**src/rtl/buffer_stream_feeder.sv**
```systemverilog
// buffer_stream_feeder: streams 64-bit buffer pairs through a skid FIFO into a two-row skewed systolic feed
module buffer_stream_feeder #(
    parameter int FIFO_DEPTH = 4
) (
    input  logic        clk,
    input  logic        rst,
    input  logic        start,
    input  logic [13:0] len,
    output logic [1:0]  buf_state,
    input  logic [63:0] buf_data,
    output logic [31:0] a_row0,
    output logic [31:0] a_row1,
    output logic        out_valid,
    input  logic        out_ready,
    output logic        out_last,
    output logic        busy,
    output logic        done
);
    localparam int AW = $clog2(FIFO_DEPTH);

    typedef enum logic [1:0] {S_IDLE, S_STREAM, S_DONE} state_t;

    state_t        r_state;
    state_t        w_next;
    logic [13:0]   r_len;
    logic [14:0]   r_issued;
    logic [14:0]   r_beat;
    logic          r_inflight;
    logic [63:0]   r_mem [FIFO_DEPTH];
    logic [AW-1:0] r_wp;
    logic [AW-1:0] r_rp;
    logic [AW:0]   r_cnt;
    logic [31:0]   r_skew;
    logic          w_accept;
    logic          w_issue;
    logic          w_flush;
    logic          w_hs;
    logic          w_pop;
    logic          w_credit;

    // Next-state, buffer command and output-beat decode
    always_comb begin
        w_next    = r_state;
        w_accept  = 1'b0;
        w_issue   = 1'b0;
        out_valid = 1'b0;
        w_flush   = r_beat == {1'b0, r_len};
        w_credit  = (AW+2)'(r_cnt) + (AW+2)'(r_inflight) < (AW+2)'(FIFO_DEPTH);
        case (r_state)
            S_IDLE: begin
                w_accept = start;
                w_next   = !start ? S_IDLE : (len == '0 ? S_DONE : S_STREAM);
            end
            S_STREAM: begin
                w_issue   = r_issued < {1'b0, r_len} && w_credit;
                out_valid = w_flush || r_cnt != '0;
                w_next    = out_valid && out_ready && w_flush ? S_DONE : S_STREAM;
            end
            S_DONE:  w_next = S_IDLE;
            default: w_next = S_IDLE;
        endcase
        w_hs      = out_valid && out_ready;
        w_pop     = w_hs && !w_flush;
        buf_state = w_issue ? 2'b10 : 2'b00;
        out_last  = out_valid && w_flush;
        a_row0    = out_valid && !w_flush ? r_mem[r_rp][63:32] : '0;
        a_row1    = out_valid && r_beat != '0 ? r_skew : '0;
        busy      = r_state == S_STREAM;
        done      = r_state == S_DONE;
    end

    // FSM state register
    always_ff @(posedge clk or posedge rst) begin
        if (rst) r_state <= S_IDLE;
        else     r_state <= w_next;
    end

    // Transfer counters, credit flag, FIFO pointers/occupancy and row-1 skew register
    always_ff @(posedge clk or posedge rst) begin
        if (rst) begin
            r_len      <= '0;
            r_issued   <= '0;
            r_beat     <= '0;
            r_inflight <= 1'b0;
            r_wp       <= '0;
            r_rp       <= '0;
            r_cnt      <= '0;
            r_skew     <= '0;
        end else begin
            r_inflight <= w_issue;
            if (w_accept) begin
                r_len    <= len;
                r_issued <= '0;
                r_beat   <= '0;
                r_skew   <= '0;
            end else begin
                if (w_issue) r_issued <= r_issued + 15'd1;
                if (w_pop) begin
                    r_beat <= r_beat + 15'd1;
                    r_skew <= r_mem[r_rp][31:0];
                    r_rp   <= r_rp + AW'(1);
                end
                if (r_inflight) r_wp <= r_wp + AW'(1);
                r_cnt <= r_cnt + (AW+1)'(r_inflight) - (AW+1)'(w_pop);
            end
        end
    end

    // Skid FIFO storage; the pair requested last cycle lands here unconditionally
    always_ff @(posedge clk) begin
        if (r_inflight) r_mem[r_wp] <= buf_data;
    end
endmodule

```
**config.mk**
```make
export PLATFORM = sky130hd
export DESIGN_NAME = buffer_stream_feeder
export DESIGN_NICKNAME = d
export VERILOG_FILES = /design/src/rtl/buffer_stream_feeder.sv
export SDC_FILE = /design/constraint.sdc
export NUM_CORES = 1
export LEC_CHECK = 0
export BUFFER_PORTS_ARGS = -buffer_cell sky130_fd_sc_hd__buf_2
export CAP_MARGIN = 25
export CORE_ASPECT_RATIO = 0.6
export CORE_MARGIN = 2
export CORE_UTILIZATION = 40
export CTS_CLUSTER_DIAMETER = 40
export CTS_CLUSTER_SIZE = 30
export DETAILED_ROUTE_END_ITERATION = 10
export HOLD_SLACK_MARGIN = 0.08
export PLACE_DENSITY = 0.66
export REMOVE_ABC_BUFFERS = 1
export SYNTH_ARGS = -nofsm -noshare
export SYNTH_HDL_FRONTEND = slang
export SYNTH_SLANG_ARGS = --single-unit
```
**constraint.sdc**
```tcl
create_clock -name clk -period 4.2 [get_ports clk]
set_input_delay 0.42 -clock clk [delete_from_list [all_inputs] [get_ports clk]]
set_output_delay 0.42 -clock clk [all_outputs]
set_load 0.01 [all_outputs]
```
==> metrics <==
part of the cycle the worst path needs=0.836; final antenna-violating net count=0; HP Class=primary input to flop; wire per inst=19.9 um; die area=0.0368 mm^2; worst hold start=buf_data[19]; CP endpoint kind=output port; vias in the first global route=8053; Warnings, synthesis=0; Final Hold Viols=0; port bufs=150; RSZ-0062 raised after global routing=no; final-report setup violation count=0; hpwl dp=19.3 mm; Initial DRC Count=525; CTS tree=yes; DR pass1 iterations=4; layout cells sized above 1=0.282; worst skew pair latency=530 ps; Cells after Synth=902; worst r2r src=r_beat[3]; number of synthesized flops with an enable pin=256; CTS buffer count=36; pwr/cell area=736 mW/mm^2; WP data arrival=3090 ps; total setup buffers inserted after CTS=0; r2r endpoint=r_cnt[2]; Area growth, synth to finish=19.3%; CP most frequent cell=buf_4; WHS=108 ps; layout net count=1172; highest net fanout along the worst path=37; crit path time final=3510 ps; peak supply drop=363 uV; measured slew at the worst slew-check pin=928 ps; Syn Area/Cell=15.6 um^2; fmax=285 MHz; Root Buffer=clkbuf_16; cell depth of the worst min-delay path=1; core box area=0.0349 mm^2; # IOs=152; CTS Buffer Depth=3; worst path required time=3780 ps; Slowest Stage Delay on Critical Path=460 ps; first-pass GRT wire length=47.8 mm; Post-synth top flop=edfxtp_1; clock sinks=342; post-route cell area=0.0168 mm^2; r2r setup slk=1160 ps; Syn Std Cell Area=0.0141 mm^2; Crit Path Class=flop to output port; Critical Path Slowest Stage Cell=dfrtp_1; #FFs+latches synth=342; post-synthesis sequential area ratio=0.697; Die Ht=149 um; H-tree Lvls=2; Remaining Overflow, GRT=0; r2r worst-path depth=13; Resize count post-CTS=0; max cap viols=0; Unique masters post-synth=50; GR Util All Layers=0.172; Slew Limit Fails=0; status=finished, final reports clean; Rel. slew slack=0.380; Critical Path Start Type=flop; DR vias=8078; clock-pin slew on the worst setup and hold paths=70 ps; # rows=53; die width=246 um; DRC Markers=0; Post-Route WL=31.1 mm; Starting Density=0.404; Setup TNS=0 ps; Setup Skew=25.2 ps; Area after DPL=0.0154 mm^2; LEAKAGE=6.54 nW; crit-path cells=xor2_1 > nor4_1 > nand4_1 > or2_1 > buf_4 > a211oi_4 > buf_4 > and2_1 > buf_2; vias per cell=5.16; initial antenna violation count=6; Async SR Flop Fraction=0.251; routability cong.=0.811; largest net degree at the start of global routing=65; Worst Hold Path EP=r_mem[0][19]
==> flip-flops by register name, indices dropped and copies added, names as in the netlist <==
register / count
r_beat: 15
r_cnt: 3
r_inflight: 1
r_issued: 15
r_len: 14
r_mem: 256
r_rp: 2
r_skew: 32
r_state: 2
r_wp: 2
==> layout make-up <==
| class | count | area, um^2 |
|---|---|---|
| Antenna cell | 4 | 10.0 |
| Inverter | 25 | 96.3 |
| Tap cell | 467 | 584 |
| Timing Repair Buffer | 178 | 1070 |
| Clock inverter | 28 | 317 |
| Sequential cell | 342 | 9850 |
| Multi-Input combinational cell | 483 | 3970 |
| Clock buffer | 38 | 930 |
| Fill cell | 3043 | 18100 |
==> metal layers <==
metal / vias up / track usage / part of all wire
met5: - / 0 / 0.00061
met4: 4 / 0.0352 / 0.011
met3: 35 / 0.0456 / 0.069
met2: 214 / 0.258 / 0.45
met1: 4067 / 0.252 / 0.47
li1: 3758 / - / -
==> Yosys cell counts, drive strengths merged (4+ instances only) <==
cell / instances / area (um^2)
nor4: 8 / 50.1
ha: 23 / 288
mux4: 64 / 1440
nor3: 7 / 35.0
dfrtp: 86 / 2150
a211oi: 4 / 42.5
and2: 38 / 238
o211ai: 4 / 30.0
xor2: 16 / 140
nor2: 22 / 82.6
edfxtp: 256 / 7690
or3: 4 / 25.0
nand3: 12 / 60.1
nand2: 109 / 409
inv: 25 / 93.8
nand4: 9 / 56.3
and3: 45 / 282
buf: 23 / 108
xnor2: 9 / 78.8
o21ai: 58 / 290
a21oi: 9 / 45.0
clkbuf: 29 / 109
mux2i: 9 / 90.1
==> worst max-delay path: cells and delay by family (launching register included) <==
family / cells / cell delay, ps
compound gates: 1 / 240
xor+xnor: 1 / 200
buf+inv: 3 / 780
flops: 1 / 460
simple gates: 4 / 860
==> per-stage QoR <==
stage,util,cells,power [mW],setup slack (ps)
finish,0.482,1565,12.4,689
detailed placement,0.442,1485,9.24,1160
global placement,0.441,1483,9.12,1320
global route,0.482,1562,13.2,461
CTS,0.480,1558,12.6,643
floorplan,-,850,7.72,315
==> cell usage in the layout (no fill, tap or decap), drive strengths merged, types with 4 or more instances in the layout <==
master and n:
edfxtp 256, inv 35, nand4 9, nand3 12
nor4 8, o21ai 58, dfrtp 86, xor2 16
nor3 7, and2 38, xnor2 9, ha 23
diode 4, clkbuf 38, clkinv 15, a211oi 4
buf 171, o211ai 4, dlygate4sd3 7, nor2 22
or3 4, mux4 64, a21oi 9, nand2 109
and3 45, mux2i 9
==> cell families after synthesis <==
family,Yosys count,synth area share
other,1,0.000266
XOR/XNOR,25,0.0155
AO/OA/AOI/OAI,93,0.0396
AND/OR/NAND/NOR,266,0.0940
flip-flops,342,0.697
adder cells (fa/ha/maj),24,0.0218
multiplexers,74,0.109
buffers and inverters,77,0.0220
==> worst max path at each step <==
stage / startpoint / endpoint / slack [ps] / cells after the start
6_report: r_beat[3] / a_row1[29] / 690 / 9
5_1_grt: r_beat[2] / a_row1[8] / 460 / 9
4_1_cts: r_beat[3] / a_row1[29] / 640 / 9
3_5_place_dp: r_beat[3] / r_cnt[2] / 1160 / 13
3_3_place_gp: r_beat[3] / a_row1[5] / 1320 / 9
2_1_floorplan: r_rp[0] / a_row0[0] / 320 / 2
==> where the power goes <==
group          internal (mW)  leakage (nW)  total, mW  switching [mW]
sequential              4.59          3.42       5.26           0.676
combinational           1.83          2.51       3.86            2.03
clock                   1.82         0.608       3.27            1.45
total                   8.24          6.54       12.4            4.15
==> what timing repair did <==
item,CTS,global route
endpoints found under the hold margin,69,0
hold buffers,7,0
endpoints found under the setup margin,0,0
(Power assumes the default switching activity.)
